[src/rtl/fetch_pkg.sv]
// Shared definitions for the instruction-fetch sequencer: state encoding,
// core-wide default PC constants and the latency-counter helpers.
package fetch_pkg;

  // Fetch FSM state encoding
  typedef enum logic [1:0] {
    S_FETCH = 2'd0,
    S_WAIT  = 2'd1,
    S_HOLD  = 2'd2
  } fetch_state_t;

  // Defaults shared with the rest of the core
  localparam int unsigned DEFAULT_RESET_PC = 0;
  localparam int unsigned DEFAULT_PC_STEP  = 4;

  // Latency counter is sized for the largest supported memory latency (15)
  localparam int unsigned LAT_CNT_W       = 4;
  localparam int unsigned MAX_MEM_LATENCY = 15;

  // Counter preload so that read data is sampled MEM_LATENCY cycles after the strobe
  function automatic logic [LAT_CNT_W-1:0] lat_preload(input int unsigned lat);
    return LAT_CNT_W'(lat - 1);
  endfunction

endpackage

[src/rtl/tick_gen.sv]
// Fetch-issue tick generator: one-CLK-wide pulse every 2^SLOW cycles.
// SLOW=0 gives a constant-high tick, which is how bench builds run.
module tick_gen #(
  parameter int unsigned SLOW = 0
) (
  input  logic CLK,
  input  logic RESETN,
  output logic tick
);

  localparam int unsigned CW = (SLOW == 0) ? 1 : SLOW;

  logic [CW-1:0] r_cnt;

  // Free-running down-counter; the pulse fires on terminal count
  always_ff @(posedge CLK or negedge RESETN) begin
    if (!RESETN) begin
      r_cnt <= '1;
    end else begin
      r_cnt <= r_cnt - 1'b1;
    end
  end

  assign tick = (SLOW == 0) ? 1'b1 : (r_cnt == '0);

endmodule

[src/rtl/fetch_sequencer.sv]
// Instruction-fetch sequencer. Issues one read per instruction, waits the
// memory latency, then holds the word for decode until it is accepted.
//
// state   | meaning
// --------+-----------------------------------------------------------
// S_FETCH | idle at pc; strobe a read when the issue tick is high
// S_WAIT  | read in flight; down-count until the data is due, then latch
// S_HOLD  | instr_valid high; word held until instr_ready
//
// A redirect beats everything: it loads the new pc, drops whatever word is
// held or in flight, and suppresses the strobe for that cycle.
module fetch_sequencer
  import fetch_pkg::*;
#(
  parameter int unsigned ADDR_WIDTH              = 32,
  parameter int unsigned DATA_WIDTH              = 32,
  parameter logic [ADDR_WIDTH-1:0] RESET_PC      = ADDR_WIDTH'(DEFAULT_RESET_PC),
  parameter logic [ADDR_WIDTH-1:0] PC_STEP       = ADDR_WIDTH'(DEFAULT_PC_STEP),
  parameter int unsigned MEM_LATENCY             = 1,
  parameter int unsigned TICK_SLOW               = 0
) (
  input  logic                  CLK,
  input  logic                  RESETN,
  input  logic                  en,
  output logic [ADDR_WIDTH-1:0] mem_addr,
  output logic                  mem_rstrb,
  input  logic [DATA_WIDTH-1:0] mem_rdata,
  input  logic                  redirect_valid,
  input  logic [ADDR_WIDTH-1:0] redirect_pc,
  output logic                  instr_valid,
  output logic [DATA_WIDTH-1:0] instr,
  output logic [ADDR_WIDTH-1:0] instr_pc,
  input  logic                  instr_ready
);

  localparam logic [LAT_CNT_W-1:0] LAT_LOAD = lat_preload(MEM_LATENCY);

  fetch_state_t          r_state, w_state_nxt;
  logic [ADDR_WIDTH-1:0] r_pc, w_pc_nxt;
  logic [LAT_CNT_W-1:0]  r_cnt, w_cnt_nxt;
  logic                  r_valid, w_valid_nxt;
  logic [DATA_WIDTH-1:0] r_instr, w_instr_nxt;
  logic [ADDR_WIDTH-1:0] r_instr_pc, w_instr_pc_nxt;
  logic                  w_rstrb;
  logic                  w_tick;
  logic                  w_en_eff;

  tick_gen #(
    .SLOW (TICK_SLOW)
  ) u_tick_gen (
    .CLK    (CLK),
    .RESETN (RESETN),
    .tick   (w_tick)
  );

  // The hardware tick qualifies the external enable; with TICK_SLOW=0 it is transparent
  assign w_en_eff = en & w_tick;

  // State and datapath registers
  always_ff @(posedge CLK or negedge RESETN) begin
    if (!RESETN) begin
      r_state    <= S_FETCH;
      r_pc       <= RESET_PC;
      r_cnt      <= '0;
      r_valid    <= 1'b0;
      r_instr    <= '0;
      r_instr_pc <= '0;
    end else begin
      r_state    <= w_state_nxt;
      r_pc       <= w_pc_nxt;
      r_cnt      <= w_cnt_nxt;
      r_valid    <= w_valid_nxt;
      r_instr    <= w_instr_nxt;
      r_instr_pc <= w_instr_pc_nxt;
    end
  end

  // Next-state, datapath updates and the read strobe
  always_comb begin
    w_state_nxt    = r_state;
    w_pc_nxt       = r_pc;
    w_cnt_nxt      = r_cnt;
    w_valid_nxt    = r_valid;
    w_instr_nxt    = r_instr;
    w_instr_pc_nxt = r_instr_pc;
    w_rstrb        = 1'b0;

    if (redirect_valid) begin
      // Also covers redirect coinciding with a handshake: the word is consumed
      // and the redirect target wins over pc+PC_STEP.
      w_pc_nxt    = redirect_pc;
      w_valid_nxt = 1'b0;
      w_state_nxt = S_FETCH;
    end else begin
      case (r_state)
        S_FETCH: begin
          if (w_en_eff) begin
            w_rstrb     = 1'b1;
            w_cnt_nxt   = LAT_LOAD;
            w_state_nxt = S_WAIT;
          end
        end
        S_WAIT: begin
          if (r_cnt == '0) begin
            w_instr_nxt    = mem_rdata;
            w_instr_pc_nxt = r_pc;
            w_valid_nxt    = 1'b1;
            w_state_nxt    = S_HOLD;
          end else begin
            w_cnt_nxt = r_cnt - 1'b1;
          end
        end
        S_HOLD: begin
          if (instr_ready) begin
            w_valid_nxt = 1'b0;
            w_pc_nxt    = r_pc + PC_STEP;
            w_state_nxt = S_FETCH;
          end
        end
        default: begin
          w_state_nxt = S_FETCH;
        end
      endcase
    end
  end

  assign mem_addr    = r_pc;
  assign mem_rstrb   = w_rstrb;
  assign instr_valid = r_valid;
  assign instr       = r_instr;
  assign instr_pc    = r_instr_pc;

endmodule

[config.mk]
export PLATFORM = sky130hd
export DESIGN_NAME = fetch_sequencer
export DESIGN_NICKNAME = d
export VERILOG_FILES = /design/src/rtl/fetch_pkg.sv /design/src/rtl/tick_gen.sv /design/src/rtl/fetch_sequencer.sv
export SDC_FILE = /design/constraint.sdc
export NUM_CORES = 1
export LEC_CHECK = 0
export CAP_MARGIN = 10
export CORE_ASPECT_RATIO = 1.25
export CORE_UTILIZATION = 40
export CTS_CLUSTER_SIZE = 40
export DETAILED_ROUTE_END_ITERATION = 6
export GPL_ROUTABILITY_DRIVEN = 0
export GPL_TIMING_DRIVEN = 0
export HOLD_SLACK_MARGIN = 0.12
export PLACE_DENSITY = 0.76
export SYNTH_ARGS = -nofsm -noshare
export SYNTH_HDL_FRONTEND = slang
export SYNTH_SLANG_ARGS = --single-unit
export TNS_END_PERCENT = 1
[constraint.sdc]
create_clock -name CLK -period 1.81 [get_ports CLK]
set_clock_uncertainty 0.1 [all_clocks]
set_input_delay 0.362 -clock CLK [delete_from_list [all_inputs] [get_ports CLK]]
set_output_delay 0.362 -clock CLK [all_outputs]
set_load 0.005 [all_outputs]
Yosys cells after proc, flatten, opt, wreduce, memory -nomap -nowiden
Cells that the tools add are included.

Add/subtract/negate cells: 2. Equal/unequal tests: 7. Muxes and demuxes: 18. Bitwise gates (word level): 1. Reduce and logical (&&, ||, !) cells: 11.

Operators with widths (number): two-way mux 32 bit (3); adder 32 x 3 -> 32 bit, second input constant (1); inequality test 3 bit, second input constant (3); AND reduction 3 bit (3); two-way mux 2 bit (4); two-way mux 4 bit (2); case mux 4 bit (2 select lines) (1); two-way mux 1 bit (6); case mux 2 bit (3 select lines) (1); nonzero test 2 bit (3); logical NOT 4 bit (1); inequality test 2 bit, second input constant (2); AND reduction 4 bit (1); subtractor 4 x 1 -> 4 bit, second input constant (1); nonzero test 3 bit (1); equality test 2 x 1 -> 1 bit, second input constant (1); equality test 2 bit, second input constant (1); logical NOT 2 bit (1); case mux 1 bit (2 select lines) (1); AND reduction 2 bit (1); inverter 1 bit (1).

Bits in registers: 103. Input bits: 69. Output and inout bits: 98. Logic and storage cells: 45.

Logic depth before layout (Yosys ltp)
Depth in word-level cells: 4. Gate-level depth with buffers: 7. Gate-level depth less buffers: 7.

By module
Synthesis repeated with hierarchy kept, for this count alone.

Cell total of the unflattened synthesis: 387. Area total of the unflattened synthesis: 4640.7 µm².

Modules (own cells, without submodules): fetch_sequencer (times used 1, cells an instance 385, area an instance 4629.4 µm², sequential area each 2577.5 µm²); tick_gen (times used 1, cells an instance 2, area an instance 11.3 µm², sequential area each 0.0 µm²).

Worst setup path after synthesis
No wires, ideal clock.

Kind: reg-to-reg. Start point: register r_cnt[0]. End point: register r_instr[10] (netlist: instr[10]). Library setup time: 125 ps. Arrival: 1693 ps. Data required time: 1585 ps. Slack: -108 ps. Cell stages (with the launch flop): 8. Path buffers: 1. Period minus slack after synthesis: 1918 ps. Cell sequence: dfrtp_1 > inv_1 > ha_1 > nor3b_4 > nand3b_2 > nor2_8 > buf_6 > mux2_2.

Cells in the longest elaborated chain, start to end: 2.

RTL lines: start, declared (RTL line fetch_sequencer.sv:40) `logic [LAT_CNT_W-1:0] r_cnt, w_cnt_nxt;`; start signal, assigned (RTL line fetch_sequencer.sv:71) `r_cnt <= w_cnt_nxt;`; logical NOT 4 bit (RTL line fetch_sequencer.sv:104) `if (r_cnt == '0) begin`; AND reduction 3 bit (no line); end signal, assigned (RTL line fetch_sequencer.sv:73) `r_instr <= w_instr_nxt;`; end, declared (RTL line fetch_sequencer.sv:42) `logic [DATA_WIDTH-1:0] r_instr, w_instr_nxt;`.

No other way between the ends. A chain may end at the register's enable or synchronous reset.

Final worst setup path
Start point: register r_cnt[1]. End point: register r_instr[8] (netlist: instr[8]).

Same word-level chain as after synthesis.

==> impl_metrics.toml <==
[critical_path]
worstSetupEndpointType = "register"
rr_endpoint = "instr[8]$_DFFE_PN0P_"
r2r_slack_ns = -0.20
start_kind = "register"
arrival_ns = 2.14
critical_path_class = "reg2reg"
worst_r2r_path_depth = 8
worstPathRequired_ns = 1.94
r2r-start = "r_cnt[1]$_DFFE_PN0P_"
crit_path_max_fanout = 10

[synth]
synth_cells = 366
syn-num-nets = 438
yosysWarnings = 0
yosysTopAreaCellShare_pct = 56.2
synth_area_leaders = "dfrtp_1 (56%), mux2_2 (12%), mux2_1 (5.2%)"
synth.avg_cell_area_um2 = 12.5
yosys_register_bits = 103
synthFlopType = "dfrtp_1"
yosys.area.top_type = "dfrtp_1"
ys_types = 42
ys_seq_area_share_pct = 56.2
ys_async_sr_fraction_pct = 100
syn_area_um2 = 4590
synth_edf_count = 0

[die]
start_util_pct = 41.2
design.core.area_um2 = 11100
die_h_um = 122
core.rowCount = 43
die_area_um2 = 11900
io_pins = 167
die_w_um = 97.8

[run]
cap_violations = 0

[detailed_routing]
vias = 3546
wl_per_cell_um = 16.7
drtIter0Drc = 89
routed_wl_um = 11700
avgViaCountPerCell = 5.06
drtAntennaViolNets = 0
drc_errors = 28
first_pass_iters = 7

[power]
cellLeakagePower_nw = 3.03
ir_drop_uv = 657
p_per_area_nw_per_um2 = 1290

[cells_and_area]
antenna_cells = 0
layout_commonest_cell = "clkdlybuf4s50_1"
mostFrequentLayoutCells = "clkdlybuf4s50_1 (159), dfrtp_1 (82), nand2_1 (41), mux2_2 (32), mux2_4 (25)"
fillers = 850
stdcell_count = 701
synthToLayoutAreaGrowth_pct = 56.7
final_layout_size_suffix_gt1_share_pct = 25.3
final_area_um2 = 7190
fin_nets = 633

[outcome]
violations = "design-rule violations, negative setup slack"
status = "complete, but fails checks"

[sta]
hold_viol_final = 0
slew_headroom_pct = 61.7
setup_violations = 67
period_needed_ns = 2.01
finalCritPeriodShare_pct = 111
rsz0062_at_grt = "true"
worst_slew_pin_slew_ns = 0.575
timing.final.max_slew_violations = 0
setup_slack_ns = -0.201
fmax_mhz = 497

[min_path]
hold_path_class = "in2reg"
hold_end = "r_state[0]$_DFFE_PN0P_"
hp-start = "redirect_valid"
hold_depth = 2

[clock_network]
clockBufferDepth = 2
clkTransAtPathRegs_ns = 0.07
cts_tree = "yes"
cts_buffers = 9
htree_levels = 3
root_buffer = "clkbuf_16"
cts_sinks = 103
clk_latency_ns = 0.34

[place]
io_buffers = 166
dpl.hpwl_um = 8230
placed_cells = 668
postPlaceCellArea_um2 = 6450

[global_routing]
antenna_found_initial = 0
grt_pass1_wl_um = 18300
grt_usage_pct = 19.8
grt_pass1_vias = 3657
grt_max_degree = 62
gr-total-overflow = 0
## how the worst max path moves through the flow
stage	from	end	slack, ns
3_5_place_dp	redirect_valid	mem_rstrb	-0.89
2_1_floorplan	r_cnt[0]$_DFFE_PN0P_	instr[10]$_DFFE_PN0P_	-0.1
6_report	r_cnt[1]$_DFFE_PN0P_	instr[8]$_DFFE_PN0P_	-0.20
3_3_place_gp	RESETN	instr_pc[13]$_DFFE_PN0P_	-3.52
4_1_cts	r_cnt[0]$_DFFE_PN0P_	instr[20]$_DFFE_PN0P_	-0.18
5_1_grt	r_cnt[0]$_DFFE_PN0P_	instr[25]$_DFFE_PN0P_	-0.28
## where the power goes
| part | internal [mW] | leakage [nW] | switching (mW) |
|---|---|---|---|
| clock | 1.15 | 0.145 | 0.847 |
| sequential | 3.13 | 1.24 | 0.532 |
| combinational | 2.54 | 1.65 | 1.06 |
## through the flow
stage                     hold WS [ns]  TNS [ns]  utilization [%]  total power [mW]  setup slack [ns]
after global routing             0.318    -17.29             64.5              9.75            -0.282
final                            0.318    -10.84             64.5              9.25            -0.201
after floorplan                -0.0336     -5.62                -              4.81           -0.0968
after detailed placement         0.299    -32.22             57.9              6.84            -0.886
after CTS                        0.309    -10.36             62.3              9.00            -0.179
after global placement           0.366   -389.21             57.7              6.70             -3.52
## layer usage
metal | wire length [um] | vias to the layer above | track usage [%]
met5 | 0 | - | 0
met4 | 293 | 0 | 9.56
met3 | 696 | 23 | 3.44
met2 | 5880 | 123 | 33.8
met1 | 4830 | 1742 | 24.4
li1 | - | 1658 | -
## worst max-delay path: stages (launching register included)
cell	delay [ns]
dfrtp_1	0.40
inv_2	0.09
ha_4	0.12
nor3b_4	0.24
nand3b_4	0.14
nor2_8	0.15
buf_12	0.16
buf_12	0.14
mux2_2	0.33
## Yosys cell counts (3+ instances only)
library cell	n
buf_6	6
mux2_1	21
nand3_1	15
dfrtp_1	103
o21ai_0	12
o21ai_1	17
mux2_2	47
and3_1	3
nand4_1	11
inv_1	5
xor2_1	21
nor3_1	3
nand2_1	41
nor2_1	14
ha_1	3
xnor2_1	9
clkbuf_1	5
## registers in the layout, indices dropped and copies added, names as in the netlist
register     cells
instr           32
instr_pc        32
instr_valid      1
mem_addr        32
r_cnt            4
r_state          2
## layout make-up
cell class | instances | area [um2] | share of cell area, %
clock buffers | 12 | 256 | 3.57
multi-input cells | 243 | 2050 | 28.5
well taps | 135 | 169 | 2.35
inverters | 5 | 18.8 | 0.261
plain buffers | 15 | 165 | 2.30
flip-flops and latches | 103 | 2600 | 36.2
clock inverters | 4 | 53.8 | 0.749
repair buffers | 184 | 1870 | 26.0
## repair_timing
action                                 in CTS  in global routing
buffers inserted                           11                  3
pin swaps                                   5                  4
resized for setup                          35                 47
cloned                                      0                  2
setup endpoints to repair                 101                101
hold buffers                                1                  0
endpoints found under the hold margin      42                  0
## cell families (layout without fill, tap and decap cells)
kind of cell | after synthesis | after routing | share of synthesized area [%]
flops | 103 | 103 | 56.2
fa+ha+maj | 3 | 3 | 0.818
buf+inv | 20 | 220 | 2.76
xor+xnor | 30 | 30 | 5.73
compound gates | 34 | 34 | 4.39
mux | 69 | 69 | 16.9
simple gates | 107 | 107 | 13.2
(Power assumes the default switching activity.)
